==> config.mk <==
export PLATFORM = sky130hd
export DESIGN_NAME = nf_reset_sequencer
export DESIGN_NICKNAME = d
export VERILOG_FILES = /design/src/rtl/nf_reset_seq_pkg.sv /design/src/rtl/nf_sync_2ff.sv /design/src/rtl/nf_reset_sequencer.sv
export SDC_FILE = /design/constraint.sdc
export NUM_CORES = 1
export LEC_CHECK = 0
export BUFFER_PORTS_ARGS = -buffer_cell sky130_fd_sc_hd__buf_2
export CELL_PAD_IN_SITES_DETAIL_PLACEMENT = 2
export CELL_PAD_IN_SITES_GLOBAL_PLACEMENT = 2
export CORE_MARGIN = 2
export CORE_UTILIZATION = 31
export DETAILED_ROUTE_END_ITERATION = 7
export PLACE_DENSITY_LB_ADDON = 0.3
export SYNTH_ARGS = -nofsm -noshare
export SYNTH_HDL_FRONTEND = slang
export SYNTH_SLANG_ARGS = --single-unit
export TNS_END_PERCENT = 1
==> constraint.sdc <==
create_clock -name axis_aclk -period 2.3 [get_ports axis_aclk]
set_input_delay 0.46 -clock axis_aclk [delete_from_list [all_inputs] [get_ports axis_aclk]]
set_output_delay 0.46 -clock axis_aclk [all_outputs]
set_load 0.1 [all_outputs]
==> src/rtl/nf_reset_seq_pkg.sv <==
// Shared types, constants and elaboration-time parameter check for the
// nf_reset_sequencer block.
package nf_reset_seq_pkg;

  typedef enum logic [1:0] {
    ST_HOLD = 2'd0,
    ST_WAIT = 2'd1,
    ST_GAP  = 2'd2,
    ST_DONE = 2'd3
  } seq_state_e;

  localparam int SEQ_STAGE_W = 4;

  // Counter compares use equality only, so every limit must be reachable
  // without the counter wrapping.
  function automatic bit params_ok(input int num_ch, input int cnt_width,
                                   input int hold_cycles, input int stage_gap,
                                   input int timeout_cycles);
    longint lim;
    if (cnt_width < 1 || cnt_width > 62) return 1'b0;
    lim = longint'(1) << cnt_width;
    return (num_ch >= 1) && (num_ch <= 16) &&
           (hold_cycles >= 2) && (longint'(hold_cycles) < lim) &&
           (stage_gap >= 1) && (longint'(stage_gap) <= lim) &&
           (timeout_cycles >= 1) && (longint'(timeout_cycles) <= lim);
  endfunction

endpackage

==> src/rtl/nf_sync_2ff.sv <==
// Two-flop synchroniser for level inputs; flops clear to 0 on the
// synchronous active-low reset.
module nf_sync_2ff #(
  parameter int WIDTH = 1
) (
  input  logic             clk,
  input  logic             rst_n,
  input  logic [WIDTH-1:0] d,
  output logic [WIDTH-1:0] q
);

  logic [WIDTH-1:0] meta_d, meta_q;
  logic [WIDTH-1:0] sync_d, sync_q;

  always_comb begin
    meta_d = d;
    sync_d = meta_q;
  end

  // NOTE: sequential state uses non-blocking assignments so every flop samples pre-edge values.
  always_ff @(posedge clk) begin
    if (!rst_n) begin
      meta_q <= '0;
      sync_q <= '0;
    end else begin
      meta_q <= meta_d;
      sync_q <= sync_d;
    end
  end

  assign q = sync_q;

endmodule

==> src/rtl/nf_reset_sequencer.sv <==
// Staged multi-channel reset release sequencer (HOLD -> WAIT/GAP per channel -> DONE).
// Define NF_RESET_SEQ_READY_SYNC_EN to pass ch_ready through a two-flop synchroniser.
module nf_reset_sequencer
  import nf_reset_seq_pkg::*;
#(
  parameter int NUM_CH         = 4,
  parameter int CNT_WIDTH      = 16,
  parameter int HOLD_CYCLES    = 200,
  parameter int STAGE_GAP      = 16,
  parameter int TIMEOUT_CYCLES = 1000
) (
  input  logic                   axis_aclk,
  input  logic                   axis_resetn,
  input  logic [NUM_CH-1:0]      ch_ready,
  input  logic                   sw_rst_req,
  output logic [NUM_CH-1:0]      rst_n_o,
  output logic                   seq_done,
  output logic                   seq_busy,
  output logic [SEQ_STAGE_W-1:0] seq_stage,
  output logic [NUM_CH-1:0]      timeout_err
);

  if (!params_ok(NUM_CH, CNT_WIDTH, HOLD_CYCLES, STAGE_GAP, TIMEOUT_CYCLES)) begin : g_param_err
    $error("nf_reset_sequencer: illegal parameter combination");
  end

  localparam logic [CNT_WIDTH-1:0]   HOLD_LAST = CNT_WIDTH'(HOLD_CYCLES - 1);
  localparam logic [CNT_WIDTH-1:0]   GAP_LAST  = CNT_WIDTH'(STAGE_GAP - 1);
  localparam logic [CNT_WIDTH-1:0]   TO_LAST   = CNT_WIDTH'(TIMEOUT_CYCLES - 1);
  localparam logic [SEQ_STAGE_W-1:0] LAST_IDX  = SEQ_STAGE_W'(NUM_CH - 1);

  seq_state_e             state_d, state_q;
  logic [CNT_WIDTH-1:0]   cnt_d, cnt_q;
  logic [SEQ_STAGE_W-1:0] idx_d, idx_q;
  logic [NUM_CH-1:0]      rst_n_d, rst_n_q;
  logic [NUM_CH-1:0]      terr_d, terr_q;
  logic [NUM_CH-1:0]      ready_eff;
  logic [NUM_CH-1:0]      idx_mask;
  logic                   ready_cur;

`ifdef NF_RESET_SEQ_READY_SYNC_EN
  nf_sync_2ff #(.WIDTH(NUM_CH)) u_ready_sync (
    .clk   (axis_aclk),
    .rst_n (axis_resetn),
    .d     (ch_ready),
    .q     (ready_eff)
  );
`else
  assign ready_eff = ch_ready;
`endif

  // One-hot of the channel under sequencing; avoids a width-mismatched variable index.
  always_comb begin
    idx_mask  = '0;
    ready_cur = 1'b0;
    for (int k = 0; k < NUM_CH; k++) begin
      if (idx_q == SEQ_STAGE_W'(k)) begin
        idx_mask[k] = 1'b1;
        ready_cur   = ready_eff[k];
      end
    end
  end

  // NOTE: every combinational output gets a default first so no path infers a latch.
  always_comb begin
    state_d = state_q;
    cnt_d   = cnt_q;
    idx_d   = idx_q;
    rst_n_d = rst_n_q;
    terr_d  = terr_q;

    unique case (state_q)
      ST_HOLD: begin
        if (cnt_q == HOLD_LAST) begin
          state_d = ST_WAIT;
          cnt_d   = '0;
        end else begin
          cnt_d = cnt_q + CNT_WIDTH'(1);
        end
      end
      ST_WAIT: begin
        if (ready_cur || (cnt_q == TO_LAST)) begin
          rst_n_d = rst_n_q | idx_mask;
          if (!ready_cur) terr_d = terr_q | idx_mask;
          cnt_d   = '0;
          state_d = (idx_q == LAST_IDX) ? ST_DONE : ST_GAP;
        end else begin
          cnt_d = cnt_q + CNT_WIDTH'(1);
        end
      end
      ST_GAP: begin
        if (cnt_q == GAP_LAST) begin
          cnt_d   = '0;
          idx_d   = idx_q + SEQ_STAGE_W'(1);
          state_d = ST_WAIT;
        end else begin
          cnt_d = cnt_q + CNT_WIDTH'(1);
        end
      end
      ST_DONE: ;
      default: state_d = ST_HOLD;
    endcase

    // Software request restarts the whole sequence from any state.
    if (sw_rst_req) begin
      state_d = ST_HOLD;
      cnt_d   = '0;
      idx_d   = '0;
      rst_n_d = '0;
      terr_d  = '0;
    end
  end

  always_ff @(posedge axis_aclk) begin
    if (!axis_resetn) begin
      state_q <= ST_HOLD;
      cnt_q   <= '0;
      idx_q   <= '0;
      rst_n_q <= '0;
      terr_q  <= '0;
    end else begin
      state_q <= state_d;
      cnt_q   <= cnt_d;
      idx_q   <= idx_d;
      rst_n_q <= rst_n_d;
      terr_q  <= terr_d;
    end
  end

  assign rst_n_o     = rst_n_q;
  assign timeout_err = terr_q;
  assign seq_done    = (state_q == ST_DONE);
  assign seq_busy    = (state_q != ST_DONE);
  assign seq_stage   = idx_q;

endmodule

Word-level counts from Yosys, hierarchy flattened
Index checks and enable logic that the tools add are counted.
- bits in registers: 30
- input port bits: 7
- output and inout bits: 14
- add/subtract/negate cells: 2
- equality and inequality tests: 13
- mux-type cells: 17
- bitwise gates (word level): 4
- reduce and logical (&&, ||, !) cells: 9
- operator list (cell ; number):
    2-to-1 mux 16 bit ; 3
    one-hot mux 16 bit (3 select lines) ; 1
    adder 16 x 1 -> 16 bit (second input constant) ; 1
    == test 16 x 10 -> 1 bit (second input constant) ; 1
    == test 16 x 4 -> 1 bit (second input constant) ; 1
    == test 16 x 8 -> 1 bit (second input constant) ; 1
    2-to-1 mux 1 bit ; 9
    == test 4 x 2 -> 1 bit (second input constant) ; 2
    != test 2 bit (second input constant) ; 4
    OR 4 bit ; 2
    2-to-1 mux 2 bit ; 3
    one-hot mux 2 bit (3 select lines) ; 1
    adder 4 x 1 -> 4 bit (second input constant) ; 1
    == test 2 bit (second input constant) ; 2
    == test 4 x 1 -> 1 bit (second input constant) ; 1
    logical NOT 4 bit ; 1
    AND reduction 2 bit ; 2
    AND reduction 4 bit ; 1
    AND reduction 3 bit ; 1
    nonzero test 3 bit ; 1
    == test 2 x 1 -> 1 bit (second input constant) ; 1
    logical NOT 2 bit ; 1
    inverter 1 bit ; 2
    OR reduction 2 bit ; 1
    logical OR 1 bit ; 1

Longest topological paths before layout
Gate-level depths: netlist of the first run.
- word-level depth: 8
- gate-level depth with buffers: 9
- gate-level depth less buffers: 8

Least setup slack after synthesis of the first run
Ideal clock, no wire load.
- path type: register -> register
- start point: reg state_q[0]
- end point: reg cnt_q[14]
- setup time: 0.089 ns
- data arrival time: 3.138 ns
- data required time: 2.211 ns
- slack: -0.927 ns
- cell stages (with the launch flop): 7
- path through: dfxtp_1 > ha_1 > clkbuf_1 > clkinv_1 > nor2_1 > a22oi_1 > o31ai_1
- word-level cells in the longest chain between the ends: 2
- elaborated cells on any way between the ends: 5
- classes of those cells: 2 x eq/ne; 1 x mux; 2 x reduce/logical
- ends and longest elaborated chain (element ; line ; source):
    from (decl) ; nf_reset_sequencer.sv:32 ; seq_state_e state_d, state_q;
    from (signal assigned) ; nf_reset_sequencer.sv:122 ; state_q <= state_d;
    == test 2 bit, or another cell as far along ; nf_reset_sequencer.sv:72 ; unique case (state_q)
    one-hot mux 16 bit (3 select lines) / nonzero test 3 bit (equally long branches) ; -- ;
    to (signal assigned) ; nf_reset_sequencer.sv:123 ; cnt_q <= cnt_d;
    to (decl) ; nf_reset_sequencer.sv:33 ; logic [CNT_WIDTH-1:0] cnt_d, cnt_q;
Several ways; a longest one is shown, not always the timed one.
A chain may end at the register's enable or synchronous reset.

Worst setup path in the final report of the first run
- start point: reg cnt_q[5]
- end point: reg cnt_q[5]
- word-level cells in the longest chain between the ends: 4
- elaborated cells on any way between the ends: 9
- classes of those cells: 1 x add/sub; 3 x eq/ne; 4 x mux; 1 x reduce/logical
- ends and longest elaborated chain (element ; line):
    parallel branches: the longest is 3 deep, another holds adder 16 x 1 -> 16 bit ; --
    one-hot mux 16 bit (3 select lines) (*) ; nf_reset_sequencer.sv:72
Every way passes the cells marked *.

==> out/qor_table.md, run 1 <==
| Metric | Value | Unit |
| --- | --- | --- |
| Net Count, Synth | 203 | - |
| Number of setup buffers added after CTS | 0 | - |
| Antenna cells | 0 | - |
| Initial DRT Pass Iterations | 4 | - |
| Post-route DRC | 0 | - |
| Worst slew slack as a fraction of its limit | 37.2 | % |
| Die X-Extent | 75.7 | um |
| Global-route wire length before repair | 9050 | um |
| Core utilization of the finished layout | 42.4 | % |
| Die Footprint | 0.00573 | mm^2 |
| Final routed wire length divided by cell count | 18.1 | um |
| Number of top-level design ports | 21 | - |
| Minimum period implied by the final worst setup slack | 2370 | ps |
| Cell count after synthesis | 187 | - |
| Cell chosen for the clock root | sky130_fd_sc_hd__clkbuf_8 | - |
| GRT Max-Usage Layer | met2 | - |
| RSZ-0062 raised after global routing | true | - |
| Top library cells by usage in the layout, fill and taps aside | 27 x sky130_fd_sc_hd__dfxtp_1, 21 x sky130_fd_sc_hd__buf_4, 20 x sky130_fd_sc_hd__buf_2 | - |
| Reported max-cap violation count | 0 | - |
| Buffers on Ports | 20 | - |
| Sequential element share of the synthesized area | 37.7 | % |
| Detailed-route vias per instance | 5.48 | - |
| Global routing usage on met1 | 23.8 | % |
| Post-synth EDFFs | 0 | - |
| Maximum number of pins on one net before global-route repair | 21 | - |
| Remaining global-route overflow | 0 | - |
| Global placement routability congestion | 0.741 | - |
| Count of yosys warnings during synthesis | 0 | - |
| Post-placement cell count | 293 | - |
| Most common library cell in the layout ignoring fill and taps | sky130_fd_sc_hd__dfxtp_1 | - |
| Layout Nets | 247 | - |
| Sum of net half-perimeters after detailed placement | 3940 | um |
| Capturing element type of the critical path | flip-flop | - |
| Placement Setup Slack | -75.3 | ps |
| Least setup slack across all paths after layout | -66.7 | ps |
| Number of sinks driven by the clock tree | 30 | - |
| Cell row count | 26 | - |
| Final setup viols | 14 | - |
| Number of buffers created by CTS | 5 | - |
| Number of vias after detailed routing | 1655 | - |
| GRT Overall Usage | 21.2 | % |
| Hold violation count in the final report | 0 | - |
| Drt initial violations | 76 | - |
| Synth Flop Type | sky130_fd_sc_hd__dfxtp_1 | - |
| Post-detailed-route count of antenna-violating nets | 0 | - |
| Max Slew Vio Count | 0 | - |
| Total detailed-routing wirelength | 5460 | um |
| Violations in the final reports | negative setup slack | - |
| Worst-Skew Late Latency | 290 | ps |
| Least-Margin Pin Slew | 939 | ps |
| Initial cell density of the core | 31.6 | % |
| Area growth from synthesis to layout | 34.3 | % |
| Register clock-pin slew on the reported worst setup and hold paths | 70 | ps |
| Standby leakage power | 0.000842 | uW |
| Core area | 0.00504 | mm^2 |
| Critical Path Fanout Max | 5 | - |
| Power Dens Cells | 528 | mW/mm^2 |
| DIE HEIGHT | 75.7 | um |
| Antenna violations before repair | 0 | - |
| Data required, critical path | 2470 | ps |
| Share of the clock period used by the worst path after layout | 103 | % |
| Fraction of registers with async set or reset after synthesis | 0 | % |
| Worst Path Class, Setup | reg2reg | - |
| CTS H-tree lvls | 2 | - |
| Post-synthesis cell area | 0.00159 | mm^2 |
| Post-synth cell types | 40 | - |
| Data arrival time of the worst path | 2530 | ps |
| Class of the tightest hold or removal check | reg2reg | - |
| TritonCTS clock tree | yes | - |
| Met2 usage in global routing | 39.5 | % |
| Max clock buf depth | 2 | - |
| Via count of the first global-routing pass | 1825 | - |
| Layout Skew | 12.9 | ps |
| Top achievable clock speed | 423 | MHz |
| Fraction of layout cells with a size suffix above 1 | 30.6 | % |
| Peak ir drop on the vdd network | 0.346 | mV |
| Worst setup SP type | flip-flop | - |
| Number of synthesized register bits | 30 | - |
| Met3 usage in global routing | 3.31 | % |
| Avg Cell Area, Syn | 8.52 | um^2 |
| Run status | finished, violations left | - |
| Non-filler cells, final | 302 | - |
cell families (layout without fill, tap and decap cells):
family	count (synthesis)	in the layout	share of synthesized area, %
and+or+nand+nor	86	86	29.4
AOI/OAI and AO/OA	39	39	17.0
DFF	30	30	37.7
buffers and inverters	14	59	3.77
adders and majority gates	9	9	7.07
xor gates and xnor gates	8	8	4.40
muxes	1	1	0.628
per-layer routing:
metal	vias up	share of wire, %
li1	781	-
met3	14	2.4
met2	25	54
met4	0	2.3
met1	835	41
met5	-	0
path summary, 6_finish.rpt:
| check | startpoint | endpoint | slack, ps | cells past startpoint |
|---|---|---|---|---|
| worst min-delay path | timeout_err[0] | timeout_err[0] | 490 | 2 |
| worst min register to register | timeout_err[0] | timeout_err[0] | 490 | 2 |
| worst max-delay path | cnt_q[5] | cnt_q[5] | -70 | 7 |
| worst max register to register | cnt_q[5] | cnt_q[5] | -70 | 7 |
stage by stage:
stage / power (uW) / hold WS [ps] / setup TNS (ps) / instance area [um^2]
after global routing: 1160 / 525 / -1380 / 2140
after CTS: 1140 / 502 / -1000 / 2120
final: 1130 / 490 / -449 / 2140
after global placement: 568 / 449 / 0 / 1940
after floorplan: 551 / 456 / -24.0 / 1620
after detailed placement: 570 / 471 / -286 / 1940
where the power goes:
part | total, uW | leakage, uW | switching, uW | internal (uW)
combinational | 39.9 | 0.000539 | 23.6 | 16.3
clock | 570 | 0.0000585 | 217 | 353
sequential | 520 | 0.000244 | 0.994 | 519
cells in the mapped netlist, drive strengths merged, types with 2 or more instances:
master  count  area (um^2)
a211oi      3         22.5
a21oi      12         60.1
a22oi       7         52.6
and3        7         43.8
and4        6         52.6
clkbuf      5         18.8
dfxtp      30          601
ha          9          113
inv         7         26.3
nand2      11         41.3
nand3      10         50.1
nand4       6         43.8
nor2       19         71.3
nor2b       2         12.5
nor3       11         55.1
nor3b       2         15.0
nor4        2         12.5
o31ai       8         60.1
or2         2         12.5
or3         4         25.0
xnor2       3         26.3
xor2        5         43.8
sequential cells by signal, summed over array words and instances, names as in the netlist:
| name | count |
|---|---|
| cnt_q | 16 |
| rst_n_o | 4 |
| seq_stage | 4 |
| timeout_err | 4 |
| state_q | 2 |
critical path, stage by stage, from the launching register on:
cell and delay, ps:
sky130_fd_sc_hd__dfxtp_2 320, sky130_fd_sc_hd__or3_4 380, sky130_fd_sc_hd__or4b_4 490, sky130_fd_sc_hd__or2_0 210, sky130_fd_sc_hd__a221o_2 420, sky130_fd_sc_hd__buf_6 170
sky130_fd_sc_hd__a22oi_2 130, sky130_fd_sc_hd__o31ai_1 110
area by class of cell:
type                    instances  area [um^2]
clock buffers                   7         86.3
clock inverters                 1         30.0
fillers                       582         2900
inverters                       8         35.0
multi-input cells             143         1010
flip-flops and latches         30          609
well taps                      70         87.6
repair buffers                 43          280
what timing repair did:
action | CTS | global route
hold endpoints to repair | 0 | 0
pin swaps | 1 | 1
hold buffers | 0 | 0
cloned | 1 | 0
endpoints found under the setup margin | 14 | 16
resized for setup | 13 | 5
Note: power is estimated with default switching activity, not from simulation.
==> run 2: changes to the inputs <==
- SETUP_SLACK_MARGIN: not set -> 0.05
- clock period: 2.3 -> 2 ns (I/O delays scaled with it)
==> out/qor_table.md, run 2 (synthesis results as in run 1) <==
| Metric | Value | Unit | Change |
| --- | --- | --- | --- |
| RSZ-0062 raised after global routing | true | - |  |
| Post-DP Area | 0.00208 | mm^2 | +7.0% |
| Layout Nets | 262 | - | +6.1% |
| Data arrival time of the worst path | 2460 | ps | -70 ps |
| Number of flip-flops in the largest register | 16 | - | unchanged |
| Top achievable clock speed | 437 | MHz | +3.3% |
| Final setup viols | 17 | - | +3 |
| Minimum period implied by the final worst setup slack | 2290 | ps | -76.4 ps |
| Critical hold path startpoint | ch_ready[3] | - |  |
| Sum of net half-perimeters after detailed placement | 4320 | um | +9.6% |
| Area growth from synthesis to layout | 43.2 | % |  |
| Max Slew Vio Count | 0 | - | unchanged |
| Total detailed-routing wirelength | 5770 | um | +5.7% |
| Worst slew slack as a fraction of its limit | 61.0 | % | +24 points |
| Post-detailed-route count of antenna-violating nets | 0 | - | unchanged |
| Fraction of layout cells with a size suffix above 1 | 38.5 | % | +7.9 points |
| Capturing element type of the critical path | flip-flop | - |  |
| Switching power share of the total | 23.8 | % | +2.4 points |
| Slowest cell delay on critical path | 490 | ps | about the same |
| Wire length on met1 | 2350 | um | +5.3% |
| Bufs and invs on worst path | 1 | - | unchanged |
| Global placement routability congestion | 0.814 | - | +9.9% |
| GRT Overall Usage | 22.8 | % | +1.6 points |
| Antenna violations before repair | 0 | - | unchanged |
| Via count of the first global-routing pass | 1945 | - | +6.6% |
| Top cell family by delay on the critical path | simple AND/OR/NAND/NOR gates | - |  |
| Initial cell density of the core | 31.6 | % | unchanged |
| Number of setup buffers added after CTS | 0 | - | unchanged |
| Critical Path Fanout Max | 15 | - | +10 |
| Number of top-level design ports | 21 | - | unchanged |
| DIE HEIGHT | 75.7 | um | unchanged |
| Share of the clock period used by the worst path after layout | 115 | % | +12 points |
| Maximum number of pins on one net before global-route repair | 21 | - | unchanged |
| Cell row count | 26 | - | unchanged |
| Internal Pwr Total | 894 | uW | +0.62% |
| Cell count along the critical path | 7 | - | unchanged |
| Worst Path Class, Setup | reg2reg | - |  |
| Remaining global-route overflow | 0 | - | unchanged |
| Combinational fraction of design power | 4.2 | % | +0.7 points |
| Layout Skew | 10.1 | ps | -2.80 ps |
| Capturing point of the worst reg2reg path | cnt_q[6] | - |  |
| Hold worst-path end | timeout_err[3] | - |  |
| Max clock buf depth | 2 | - | unchanged |
| Drt initial violations | 56 | - | -26% |
| Reported max-cap violation count | 0 | - | unchanged |
| Clock network fraction of total power | 44.8 | % | -5.7 points |
| Peak ir drop on the vdd network | 0.223 | mV | -35% |
| Least-Margin Pin Slew | 581 | ps | -358 ps |
| Die X-Extent | 75.7 | um | unchanged |
| Least setup slack across all paths after layout | -290 | ps | -224 ps |
| Standby leakage power | 0.000929 | uW | +10% |
| Top library cells by usage in the layout, fill and taps aside | 35 x sky130_fd_sc_hd__buf_4, 26 x sky130_fd_sc_hd__dfxtp_1, 20 x sky130_fd_sc_hd__buf_2 | - |  |
| Class of the tightest hold or removal check | in2reg | - |  |
| Number of vias after detailed routing | 1671 | - | +0.97% |
| Register containing the most flip-flops in the final layout | cnt_q | - |  |
| Cell-by-cell trace of the critical path | or3_4, or4b_4, or2_0, a221o_1, buf_6, a32oi_2, o31ai_1 | - |  |
| Source of the worst register-to-register timing path | cnt_q[8] | - |  |
| Violations in the final reports | negative setup slack | - |  |
| Fin Hold WS | 470 | ps | -20.2 ps |
| Worst-Skew Late Latency | 290 | ps | about the same |
| Met3 wirelength from detailed routing | 148 | um | +13% |
| Run status | finished, violations left | - |  |
| Number of buffers created by CTS | 5 | - | unchanged |
| Worst setup SP type | flip-flop | - |  |
| Number of sinks driven by the clock tree | 30 | - | unchanged |
| Buffers on Ports | 20 | - | unchanged |
| Hold violation count in the final report | 0 | - | unchanged |
| Part of the total power dissipated in sequential elements | 51.0 | % | +5.0 points |
| Die Footprint | 0.00573 | mm^2 | unchanged |
| Detailed-route vias per instance | 5.27 | - | -3.8% |
| Number of cells on the worst reg-to-reg path | 7 | - | unchanged |
| Start point of the critical path | cnt_q[8] | - |  |
| Initial DRT Pass Iterations | 4 | - | unchanged |
| Global-route wire length before repair | 9580 | um | +5.9% |
| Final instance area | 0.00228 | mm^2 | +6.6% |
| Routed length on met2 | 3160 | um | +6.1% |
| Data required, critical path | 2160 | ps | -310 ps |
| CTS H-tree lvls | 2 | - | unchanged |
| TritonCTS clock tree | yes | - |  |
| Antenna cells | 0 | - | unchanged |
| Cell chosen for the clock root | sky130_fd_sc_hd__clkbuf_8 | - |  |
| Post-route DRC | 0 | - | unchanged |
| Power Dens Cells | 514 | mW/mm^2 | -2.6% |
| Core area | 0.00504 | mm^2 | unchanged |
| Topmost layer with routed signal wires | met4 | - |  |
| Final routed wire length divided by cell count | 18.2 | um | +0.68% |
| Number of cells on the worst hold path | 4 | - | +2 |
| Most common library cell in the layout ignoring fill and taps | sky130_fd_sc_hd__buf_4 | - |  |
| Slack of the worst reg-to-reg path | -290 | ps | -220 ps |
| Critical-path cell with the highest stage delay | sky130_fd_sc_hd__or4b_4 | - |  |
| Register clock-pin slew on the reported worst setup and hold paths | 70 | ps | about the same |
| Net Sw Power | 279 | uW | +16% |
run 2: area by class of cell:
class	count	area, um^2
timing repair buffer	57	385
sequential	30	611
tap	70	87.6
clock buffer	6	82.6
fill	570	2760
inverter	8	35.0
clock inverter	2	12.5
multi-input combinational	144	1070
run 2: power groups by stage:
stage | clock network (uW) | logic, uW | registers [uW]
2_1_floorplan | 0 | 22.4 | 612
3_3_place_gp | 0 | 43.8 | 611
3_5_place_dp | 0 | 47.1 | 612
4_1_cts | 542 | 49.8 | 598
5_1_grt | 568 | 53.7 | 598
6_report | 526 | 49.1 | 598
run 2: worst reg2reg max path: stages (launching register included):
cell and delay, ps:
sky130_fd_sc_hd__dfxtp_2 330, sky130_fd_sc_hd__or3_4 370, sky130_fd_sc_hd__or4b_4 490, sky130_fd_sc_hd__or2_0 230, sky130_fd_sc_hd__a221o_1 310, sky130_fd_sc_hd__buf_6 180
sky130_fd_sc_hd__a32oi_2 170, sky130_fd_sc_hd__o31ai_1 90
run 2: per-stage QoR:
step	utilization (%)	setup slack, ps	setup TNS (ps)	std cells	total power, uW
floorplan	-	-263	-2990	187	635
global placement	41.2	-267	-3390	308	655
detailed placement	41.2	-391	-5550	308	659
CTS	44.6	-318	-4370	317	1190
global route	45.2	-386	-6380	317	1220
finish	45.2	-290	-3930	317	1170
run 2: worst max path at each step:
stage / to / slack (ps)
after floorplan: cnt_q[6] / -260
after global placement: cnt_q[2] / -270
after detailed placement: cnt_q[2] / -390
after CTS: cnt_q[6] / -320
after global routing: cnt_q[6] / -390
final: cnt_q[6] / -290
run 2: per-layer routing:
| layer | track usage (%) | vias up |
|---|---|---|
| li1 | - | 820 |
| met3 | 4.89 | 11 |
| met5 | 0 | - |
| met1 | 24.9 | 813 |
| met2 | 42.3 | 27 |
| met4 | 9.36 | 0 |
run 2: what timing repair did:
action | 4_1_cts | 5_1_grt
endpoints found under the setup margin | 29 | 30
gates cloned | 1 | 0
hold buffers | 0 | 0
pin swaps | 2 | 1
resized for setup | 16 | 7
